## config.mk

```make
export PLATFORM = sky130hd
export DESIGN_NAME = dvp_rx_capture
export DESIGN_NICKNAME = d
export VERILOG_FILES = /design/src/rtl/dcasic_pkg.sv /design/src/rtl/sync_fifo.sv /design/src/rtl/dvp_rx_capture.sv
export SDC_FILE = /design/constraint.sdc
export NUM_CORES = 1
export LEC_CHECK = 0
export ABC_AREA = 1
export CAP_MARGIN = 20
export CORE_MARGIN = 2
export CORE_UTILIZATION = 59
export DETAILED_ROUTE_END_ITERATION = 8
export PLACE_DENSITY = 0.79
export SLEW_MARGIN = 20
export SYNTH_ARGS = -nofsm -noshare
export SYNTH_HDL_FRONTEND = slang
export SYNTH_SLANG_ARGS = --single-unit
export TNS_END_PERCENT = 20
```

## constraint.sdc

```tcl
create_clock -name sys_clk -period 3.4 [get_ports sys_clk]
set_clock_uncertainty 0.15 [all_clocks]
set_input_delay 0.68 -clock sys_clk [delete_from_list [all_inputs] [get_ports sys_clk]]
set_output_delay 0.68 -clock sys_clk [all_outputs]
set_load 0.005 [all_outputs]
```

## src/rtl/dcasic_pkg.sv

```systemverilog
`timescale 1ns / 1ps
// Shared types and defaults for the DVP capture path.
package dcasic_pkg;

    localparam int IMG_W_DEF = 640;
    localparam int IMG_H_DEF = 480;

    typedef enum logic [1:0] {
        IDLE    = 2'd0,
        VS_HIGH = 2'd1,
        ACTIVE  = 2'd2
    } cap_state_t;

    // One buffered pixel with its frame-position tags (19 bits).
    typedef struct packed {
        logic        sof;
        logic        eol;
        logic        eof;
        logic [15:0] data;
    } pix_word_t;

endpackage

```

## src/rtl/sync_fifo.sv

```systemverilog
`timescale 1ns / 1ps
// First-word fall-through FIFO: rd_data always shows the head entry while
// not empty. A write on a full FIFO is accepted only if a read happens in
// the same cycle, which frees the slot being written.
module sync_fifo #(
    parameter int WIDTH = 19,
    parameter int DEPTH = 4
) (
    input  logic             sys_clk,
    input  logic             rst_n,
    input  logic             wr_en,
    input  logic [WIDTH-1:0] wr_data,
    input  logic             rd_en,
    output logic [WIDTH-1:0] rd_data,
    output logic             full,
    output logic             empty
);
    localparam int AW = $clog2(DEPTH);

    logic [WIDTH-1:0] mem [DEPTH];
    logic [AW:0]      wr_ptr_q;
    logic [AW:0]      rd_ptr_q;
    logic             do_rd;
    logic             do_wr;

    assign empty   = (wr_ptr_q == rd_ptr_q);
    assign full    = (wr_ptr_q[AW] != rd_ptr_q[AW]) &&
                     (wr_ptr_q[AW-1:0] == rd_ptr_q[AW-1:0]);
    assign do_rd   = rd_en && !empty;
    assign do_wr   = wr_en && (!full || do_rd);
    assign rd_data = mem[rd_ptr_q[AW-1:0]];

    // Pointer update; the extra MSB distinguishes full from empty.
    always_ff @(posedge sys_clk) begin
        if (!rst_n) begin
            wr_ptr_q <= '0;
            rd_ptr_q <= '0;
        end else begin
            if (do_wr) wr_ptr_q <= wr_ptr_q + 1'b1;
            if (do_rd) rd_ptr_q <= rd_ptr_q + 1'b1;
        end
    end

    // Storage write; contents need no reset because empty masks them.
    always_ff @(posedge sys_clk) begin
        if (do_wr) mem[wr_ptr_q[AW-1:0]] <= wr_data;
    end

endmodule

```

## src/rtl/dvp_rx_capture.sv

```systemverilog
`timescale 1ns / 1ps
// DVP camera receiver: oversamples the camera bus in the sys_clk domain,
// assembles RGB565 pixels from byte pairs and buffers them with frame tags.
//
// state   | meaning
// IDLE    | not capturing; waiting for vsync to go high
// VS_HIGH | vertical blanking; cap_en is sampled when vsync falls
// ACTIVE  | capturing lines of the current frame
module dvp_rx_capture
    import dcasic_pkg::*;
#(
    parameter int DVP_DATA_W = 8,
    parameter int IMG_W      = IMG_W_DEF,
    parameter int IMG_H      = IMG_H_DEF,
    parameter int FIFO_DEPTH = 4
) (
    input  logic                  sys_clk,
    input  logic                  rst_n,
    input  logic                  cap_en,
    input  logic                  dvp_pclk_i,
    input  logic [DVP_DATA_W-1:0] dvp_d_i,
    input  logic                  dvp_href_i,
    input  logic                  dvp_vsync_i,
    output logic [15:0]           pix_data_o,
    output logic                  pix_valid_o,
    input  logic                  pix_ready_i,
    output logic                  pix_sof_o,
    output logic                  pix_eol_o,
    output logic                  pix_eof_o,
    output logic                  ovf_o,
    output logic                  err_o,
    input  logic                  err_clr_i
);
    localparam int SW = DVP_DATA_W + 3;
    localparam int PW = $clog2(IMG_W + 1);
    localparam int LW = $clog2(IMG_H + 1);
    localparam logic [PW-1:0] PIX_LAST  = PW'(IMG_W - 1);
    localparam logic [PW-1:0] PIX_FULL  = PW'(IMG_W);
    localparam logic [LW-1:0] LINE_LAST = LW'(IMG_H - 1);
    localparam logic [LW-1:0] LINE_FULL = LW'(IMG_H);

    cap_state_t            state_q, state_d;
    logic [SW-1:0]         sync1_q, sync2_q;
    logic                  pclk_prev_q, href_prev_q;
    logic                  pclk_s, href_s, vsync_s;
    logic [DVP_DATA_W-1:0] d_s;
    logic                  strobe, href_fall;
    logic                  cap_act, byte_stb, lo_stb, in_bounds;
    logic                  line_end, line_bad, drop_err;
    logic                  phase_q;
    logic [7:0]            hi_q;
    logic [PW-1:0]         pix_cnt_q;
    logic [LW-1:0]         line_cnt_q;
    logic                  push_vld_q;
    pix_word_t             push_word_q;
    pix_word_t             head;
    logic                  fifo_full, fifo_empty, pop;

    // All camera signals share the same two flops so data stays aligned with pclk.
    always_ff @(posedge sys_clk) begin
        if (!rst_n) begin
            sync1_q     <= '0;
            sync2_q     <= '0;
            pclk_prev_q <= 1'b0;
            href_prev_q <= 1'b0;
        end else begin
            sync1_q     <= {dvp_pclk_i, dvp_href_i, dvp_vsync_i, dvp_d_i};
            sync2_q     <= sync1_q;
            pclk_prev_q <= pclk_s;
            href_prev_q <= href_s;
        end
    end

    assign pclk_s    = sync2_q[SW-1];
    assign href_s    = sync2_q[SW-2];
    assign vsync_s   = sync2_q[SW-3];
    assign d_s       = sync2_q[DVP_DATA_W-1:0];
    assign strobe    = pclk_s && !pclk_prev_q;
    assign href_fall = href_prev_q && !href_s;

    // vsync overrides href: nothing is captured during blanking.
    assign cap_act   = (state_q == ACTIVE) && !vsync_s;
    assign byte_stb  = cap_act && strobe && href_s;
    assign lo_stb    = byte_stb && phase_q;
    assign in_bounds = (pix_cnt_q < PIX_FULL) && (line_cnt_q < LINE_FULL);
    assign line_end  = cap_act && href_fall;
    assign line_bad  = line_end && (phase_q || (pix_cnt_q != PIX_FULL));
    assign drop_err  = lo_stb && !in_bounds;

    // State register.
    always_ff @(posedge sys_clk) begin
        if (!rst_n) state_q <= IDLE;
        else        state_q <= state_d;
    end

    // Frame sequencing; cap_en only matters on the falling edge of vsync.
    always_comb begin
        state_d = state_q;
        unique case (state_q)
            IDLE:    if (vsync_s)  state_d = VS_HIGH;
            VS_HIGH: if (!vsync_s) state_d = cap_en ? ACTIVE : IDLE;
            ACTIVE:  if (vsync_s)  state_d = VS_HIGH;
            default: state_d = IDLE;
        endcase
    end

    // Byte phase and pixel/line position; everything is discarded outside ACTIVE.
    always_ff @(posedge sys_clk) begin
        if (!rst_n || (state_q != ACTIVE)) begin
            phase_q    <= 1'b0;
            hi_q       <= '0;
            pix_cnt_q  <= '0;
            line_cnt_q <= '0;
        end else if (line_end) begin
            phase_q   <= 1'b0;
            pix_cnt_q <= '0;
            if (line_cnt_q != LINE_FULL) line_cnt_q <= line_cnt_q + 1'b1;
        end else if (byte_stb) begin
            phase_q <= !phase_q;
            if (!phase_q)       hi_q      <= d_s[7:0];
            else if (in_bounds) pix_cnt_q <= pix_cnt_q + 1'b1;
        end
    end

    // Completed pixel is staged for one cycle before entering the FIFO.
    always_ff @(posedge sys_clk) begin
        if (!rst_n) begin
            push_vld_q  <= 1'b0;
            push_word_q <= '0;
        end else begin
            push_vld_q <= lo_stb && in_bounds;
            if (lo_stb) begin
                push_word_q.sof  <= (line_cnt_q == '0) && (pix_cnt_q == '0);
                push_word_q.eol  <= (pix_cnt_q == PIX_LAST);
                push_word_q.eof  <= (pix_cnt_q == PIX_LAST) && (line_cnt_q == LINE_LAST);
                push_word_q.data <= {hi_q, d_s[7:0]};
            end
        end
    end

    sync_fifo #(
        .WIDTH ($bits(pix_word_t)),
        .DEPTH (FIFO_DEPTH)
    ) u_fifo (
        .sys_clk (sys_clk),
        .rst_n   (rst_n),
        .wr_en   (push_vld_q),
        .wr_data (push_word_q),
        .rd_en   (pop),
        .rd_data (head),
        .full    (fifo_full),
        .empty   (fifo_empty)
    );

    assign pix_valid_o = !fifo_empty;
    assign pop         = pix_valid_o && pix_ready_i;
    assign pix_data_o  = pix_valid_o ? head.data : 16'h0000;
    assign pix_sof_o   = pix_valid_o && head.sof;
    assign pix_eol_o   = pix_valid_o && head.eol;
    assign pix_eof_o   = pix_valid_o && head.eof;

    // Sticky error flags; a clear beats a same-cycle set.
    always_ff @(posedge sys_clk) begin
        if (!rst_n || err_clr_i) begin
            ovf_o <= 1'b0;
            err_o <= 1'b0;
        end else begin
            if (push_vld_q && fifo_full && !pop) ovf_o <= 1'b1;
            if (line_bad || drop_err)            err_o <= 1'b1;
        end
    end

endmodule

```

==> results of run 1 <==
what timing repair did:
action | 4_1_cts | 5_1_grt
endpoints found under the setup margin | 13 | 12
hold buffers | 0 | 0
gates resized for setup | 1 | 3
setup buffers | 0 | 0
worst min-delay path, delay by kind of cell, from the launching register on:
kind | cells | cell delay [ns]
buf+inv | 1 | 0.04
flops | 1 | 0.31
simple gates | 1 | 0.05
logic make-up after synthesis:
kind of cell,Yosys count,share of synthesized area [%]
AOI/OAI and AO/OA,98,8.87
and+or+nand+nor,323,20.2
DFF,160,61.3
xor gates and xnor gates,8,1.08
adders and majority gates,9,1.74
buffers and inverters,113,6.84
registers in the layout (all words and copies together), names as in the netlist, named ones only:
register and count:
err_o 1, hi_q 8, href_prev_q 1, line_cnt_q 9, ovf_o 1, pclk_prev_q 1, phase_q 1, pix_cnt_q 10
push_vld_q 1, push_word_q 19, state_q 2, sync1_q 11, sync2_q 11, u_fifo.mem 76, u_fifo.rd_ptr_q 3, u_fifo.wr_ptr_q 3
layer usage:
metal	GRT usage, %	wire, um	up-vias
met5	0	0	-
met4	9.43	161	0
met3	4.78	736	16
met2	38.7	6330	156
met1	28.2	5150	2237
li1	-	-	2398
worst paths after layout:
check	start	end	slack (ns)	cells after the start
setup reg to reg	u_fifo.wr_ptr_q[0]	u_fifo.mem[2][3]	1.44	8
hold / removal	sync1_q[1]	sync2_q[1]	0.26	2
setup / recovery	flip-flop	pix_data_o[5]	0.26	7
hold reg to reg	sync1_q[1]	sync2_q[1]	0.26	2
stage by stage:
stage / cell area, um2 / hold slack, ns / power [W]
CTS: 7560 / 0.265 / 0.00416
global route: 7570 / 0.292 / 0.00428
floorplan: 6470 / 0.240 / 0.00223
finish: 7570 / 0.263 / 0.00413
detailed placement: 6990 / 0.249 / 0.00238
global placement: 6990 / 0.246 / 0.00237
cell usage in the layout, fill, tap and decap left out, drive strengths merged, types with 2 or more instances in the layout:
| master | count |
|---|---|
| dfxtp | 84 |
| nand4 | 4 |
| nand2 | 129 |
| o32ai | 19 |
| clkdlybuf4s50 | 37 |
| o21ai | 55 |
| nor2 | 161 |
| buf | 11 |
| clkbuf | 19 |
| xor2 | 8 |
| a21oi | 21 |
| nor3 | 5 |
| clkinvlp | 2 |
| nand3 | 22 |
| clkinv | 4 |
| inv | 96 |
| edfxtp | 76 |
| ha | 9 |
final cells by class:
cell class | instances | area share [%]
Timing Repair Buffer | 48 | 5.98
Clock inverter | 13 | 1.65
Sequential cell | 160 | 52.3
Tap cell | 140 | 2.31
Clock buffer | 19 | 5.85
Multi-Input combinational cell | 438 | 27.4
Inverter | 90 | 4.51
power groups by stage:
stage,sequential (W),combinational [W],clock [W]
after floorplan,0.00207,0.000168,0
after global placement,0.00207,0.000293,0
after detailed placement,0.00207,0.000301,0
after CTS,0.00203,0.000304,0.00183
after global routing,0.00203,0.000342,0.00191
final,0.00203,0.000302,0.00180
==> summary.txt, run 1 <==
Max clock buf depth - 2
largest net degree at the start of global routing - 29
DRT iter0 DRCs - 291
global route overflow - 0
Synth area leader - edfxtp_1
CP Buf/Inv Count - 4
DRC - 0
clk root buf - clkbuf_8
Crit path largest cell delay - 0.49 ns
synthesis-to-finish area growth - 17.1%
Die ar. - 11,800 um2
Final setup viols - 0
Power per Cell Area - 546 nW/um2
count leader, synth - nor2_1
register clock-pin slew on the reported worst setup and hold paths - 0.06 ns
first-pass iteration count of the detailed router - 5
Worst Tran Pin Value - 0.416 ns
peak supply drop - 0.000376 V
worst hold path type - reg -> reg
sequential-to-total area share from yosys stat - 61.3%
Post-Syn Area per Cell - 9.10 um2
RSZ-0062 raised after global routing - no
final worst slack - 0.257 ns
largest cells by area after synthesis - edfxtp_1 (35%), dfxtp_1 (26%), nor2_1 (9.1%), nand2_1 (7.4%), inv_1 (4.9%)
routed len/inst - 13.6 um
Vias - 4,807
fin. max-slew vios - 0
total CTS buffers - 17
type of the worst setup path - reg -> out
Post-synth top cells - nor2_1 (157), nand2_1 (127), dfxtp_1 (84), inv_1 (84), edfxtp_1 (76)
yosys warns - 0
Post-synth EDFFs - 76
fraction of registers with async set/reset - 0%
Sw Share - 22.6%
Multi-input gate area - 2070 um2
register area - 3970 um2
first-pass GRT wire length - 20,600 um
IO buf count - 37
shortest period the worst path allows - 3.14 ns
CTS tree - done
CP arrival - 2.31 ns
clock power share - 43.5%
switching power total - 0.000935 W
# fillers - 793
count of different cell masters after synthesis - 30
P_int - 0.00320 W
Routability Congestion - 0.824
final hold vios - 0
Die Ht - 109 um
share of the synthesized area in the top cell type - 35.3%
critical-path maximum fanout - 12
fin nets - 780
# H-tree levels - 4
Site Rows - 38
commonest register cell after synthesis - dfxtp_1
starting density of the core - 60.0%
critical path launch point type - flip-flop
logic gate share of total power - 7.3%
status - complete, no violations
critical path's slowest cell - clkdlybuf4s50_1
Via density - 5.29
leakage power total - 3.23 nW
synthesized cell area - 6470 um2
GRT Total Usage - 22.7%
Sink Count - 160
Setup WS pre-CTS - 0.531 ns
fraction of layout cells with a size suffix above 1 - 7.94%
Yosys reg bits - 160
DP Wirelength - 8400 um
Non-Filler Instances - 908
critical path, cell by cell - clkinvlp_4, buf_4, nor2_1, o32ai_1, nand2_1, inv_1, clkdlybuf4s50_1
Syn Inst Count - 711
Tcrit/Tclk final - 92.4%
antenna violations before repair - 0
vias in the first global route - 4,432
clk_lat worst skew - 0.52 ns
delay-heaviest family, CP - buffers and inverters
Antenna Nets Post-Route - 0
core area - 10,800 um2
CP Capture Type - output port
antenna diode instance count - 0
Fmax - 318 MHz
Placed Instances - 876
max-cap violations - 0
Slew HR - 72.0%
I/O Pins - 38
Crit path required time - 2.57 ns
Mapped Nets - 736
Sequential Power Share - 49.2%
post-layout util - 70.2%
setup TNS - 0 ns
die width - 109 um
Total Routed Length - 12,400 um
(Power assumes the default switching activity.)
==> run 2: changes to the inputs <==
- RECOVER_POWER: default -> 50
==> run 2 against run 1 <==
Against the previous run: utilization decreased by 0.26 points; maximum frequency increased by 0.13%; count of clock-buffer cells in the layout unchanged; critical path type unchanged.
==> summary.txt, run 2 (synthesis results as in run 1) <==
status - complete, no violations
IO buf count - 37
DRT iter0 DRCs - 318
largest net degree at the start of global routing - 29
Vias - 4,774
Setup WS pre-CTS - 0.531 ns
WHS - 0.263 ns
register clock-pin slew on the reported worst setup and hold paths - 0.06 ns
clk root buf - clkbuf_8
# H-tree levels - 4
fraction of layout cells with a size suffix above 1 - 6.90%
Worst Tran Pin Value - 1.01 ns
post-layout util - 69.9%
DRC - 0
Max clock buf depth - 2
fin nets - 780
most frequent cells in the layout - nor2_1 (158), nand2_1 (127), inv_1 (86)
leakage power total - 3.23 nW
Fmax - 319 MHz
routed len/inst - 13.8 um
Total Routed Length - 12,500 um
shortest period the worst path allows - 3.14 ns
CTS tree - done
peak supply drop - 0.000377 V
core area - 10,800 um2
starting density of the core - 60.0%
first-pass GRT wire length - 20,600 um
P_int - 0.00320 W
clk_lat worst skew - 0.52 ns
Die Ht - 109 um
antenna diode instance count - 0
Tcrit/Tclk final - 92.3%
Die ar. - 11,800 um2
type of the worst setup path - reg -> out
commonest non-fill, non-tap cell in the layout - nor2_1
global route overflow - 0
I/O Pins - 38
max-cap violations - 0
Non-Filler Instances - 908
synthesis-to-finish area growth - 16.6%
setup TNS - 0 ns
fin. max-slew vios - 0
Crit path required time - 2.57 ns
Routability Congestion - 0.824
Largest register FFs - 76
RSZ-0062 raised after global routing - no
CP arrival - 2.31 ns
antenna violations before repair - 0
Sw Share - 22.6%
Final setup viols - 0
critical path launch point type - flip-flop
Post-CTS Setup Inserts - 0
Site Rows - 38
critical-path maximum fanout - 12
final worst slack - 0.261 ns
Antenna Nets Post-Route - 0
Power per Cell Area - 548 nW/um2
Slew HR - 32.8%
final hold vios - 0
Via density - 5.26
vias in the first global route - 4,432
die width - 109 um
GRT Total Usage - 22.7%
worst hold path type - reg -> reg
DP Wirelength - 8400 um
Sink Count - 160
logic gate share of total power - 7.3%
CP Capture Type - output port
clock power share - 43.5%
total CTS buffers - 17
switching power total - 0.000936 W
Sequential Power Share - 49.2%
first-pass iteration count of the detailed router - 7
Placed Instances - 876
run 2: cell count changes in the layout (fill, tap and decap cells not counted), moves of 2 or more:
| cell | change |
|---|---|
| buf_4 | -2 |
| clkbuf_1 | +2 |
| inv_1 | +2 |
| inv_2 | -2 |
| nand3_1 | +2 |
| nand3_2 | -2 |
run 2: layer usage:
layer / routed length [um] / GRT usage, % / vias up
li1: - / - / 2399
met1: 5410 / 28.2 / 2242
met2: 6390 / 38.7 / 123
met3: 583 / 4.78 / 10
met4: 111 / 9.43 / 0
met5: 0 / 0 / -
run 2: layout make-up:
type,instances,area (um2)
clock buffers,19,443
clock inverters,13,125
fillers,801,3250
inverters,90,342
multi-input cells,438,2050
flip-flops and latches,160,3970
well taps,140,175
repair buffers,48,445
run 2: power by group through the flow:
stage	Sequential (W)	Combinational [W]	Clock, W
6_report	0.00203	0.000302	0.00180
5_1_grt	0.00203	0.000341	0.00191
4_1_cts	0.00203	0.000304	0.00183
3_5_place_dp	0.00207	0.000301	0
3_3_place_gp	0.00207	0.000293	0
2_1_floorplan	0.00207	0.000168	0
run 2: through the flow:
| step | area (um2) | power, W |
|---|---|---|
| 2_1_floorplan | 6470 | 0.00223 |
| 3_3_place_gp | 6990 | 0.00237 |
| 3_5_place_dp | 6990 | 0.00238 |
| 4_1_cts | 7560 | 0.00416 |
| 5_1_grt | 7550 | 0.00428 |
| 6_report | 7550 | 0.00413 |
run 2: worst paths after layout:
path	start	end	slack (ns)	depth (start not counted)
setup reg to reg	state_q[1]	err_o	0.87	8
hold reg to reg	sync1_q[1]	sync2_q[1]	0.26	2
hold / removal	sync1_q[1]	sync2_q[1]	0.26	2
setup / recovery	flip-flop	pix_data_o[2]	0.26	7
run 2: worst max-delay path: stages, from the launching register on:
cell and delay [ns]:
dfxtp_1 0.35, clkinvlp_4 0.19, buf_4 0.21, nor2_1 0.05
o32ai_1 0.32, nand2_1 0.11, inv_1 0.07, clkdlybuf4s50_1 0.49
run 2: what timing repair did:
item                       4_1_cts  5_1_grt
gates resized for setup          1        3
setup endpoints to repair       13       12
hold buffers                     0        0
cloned                           0        0
pin swaps                        0        0
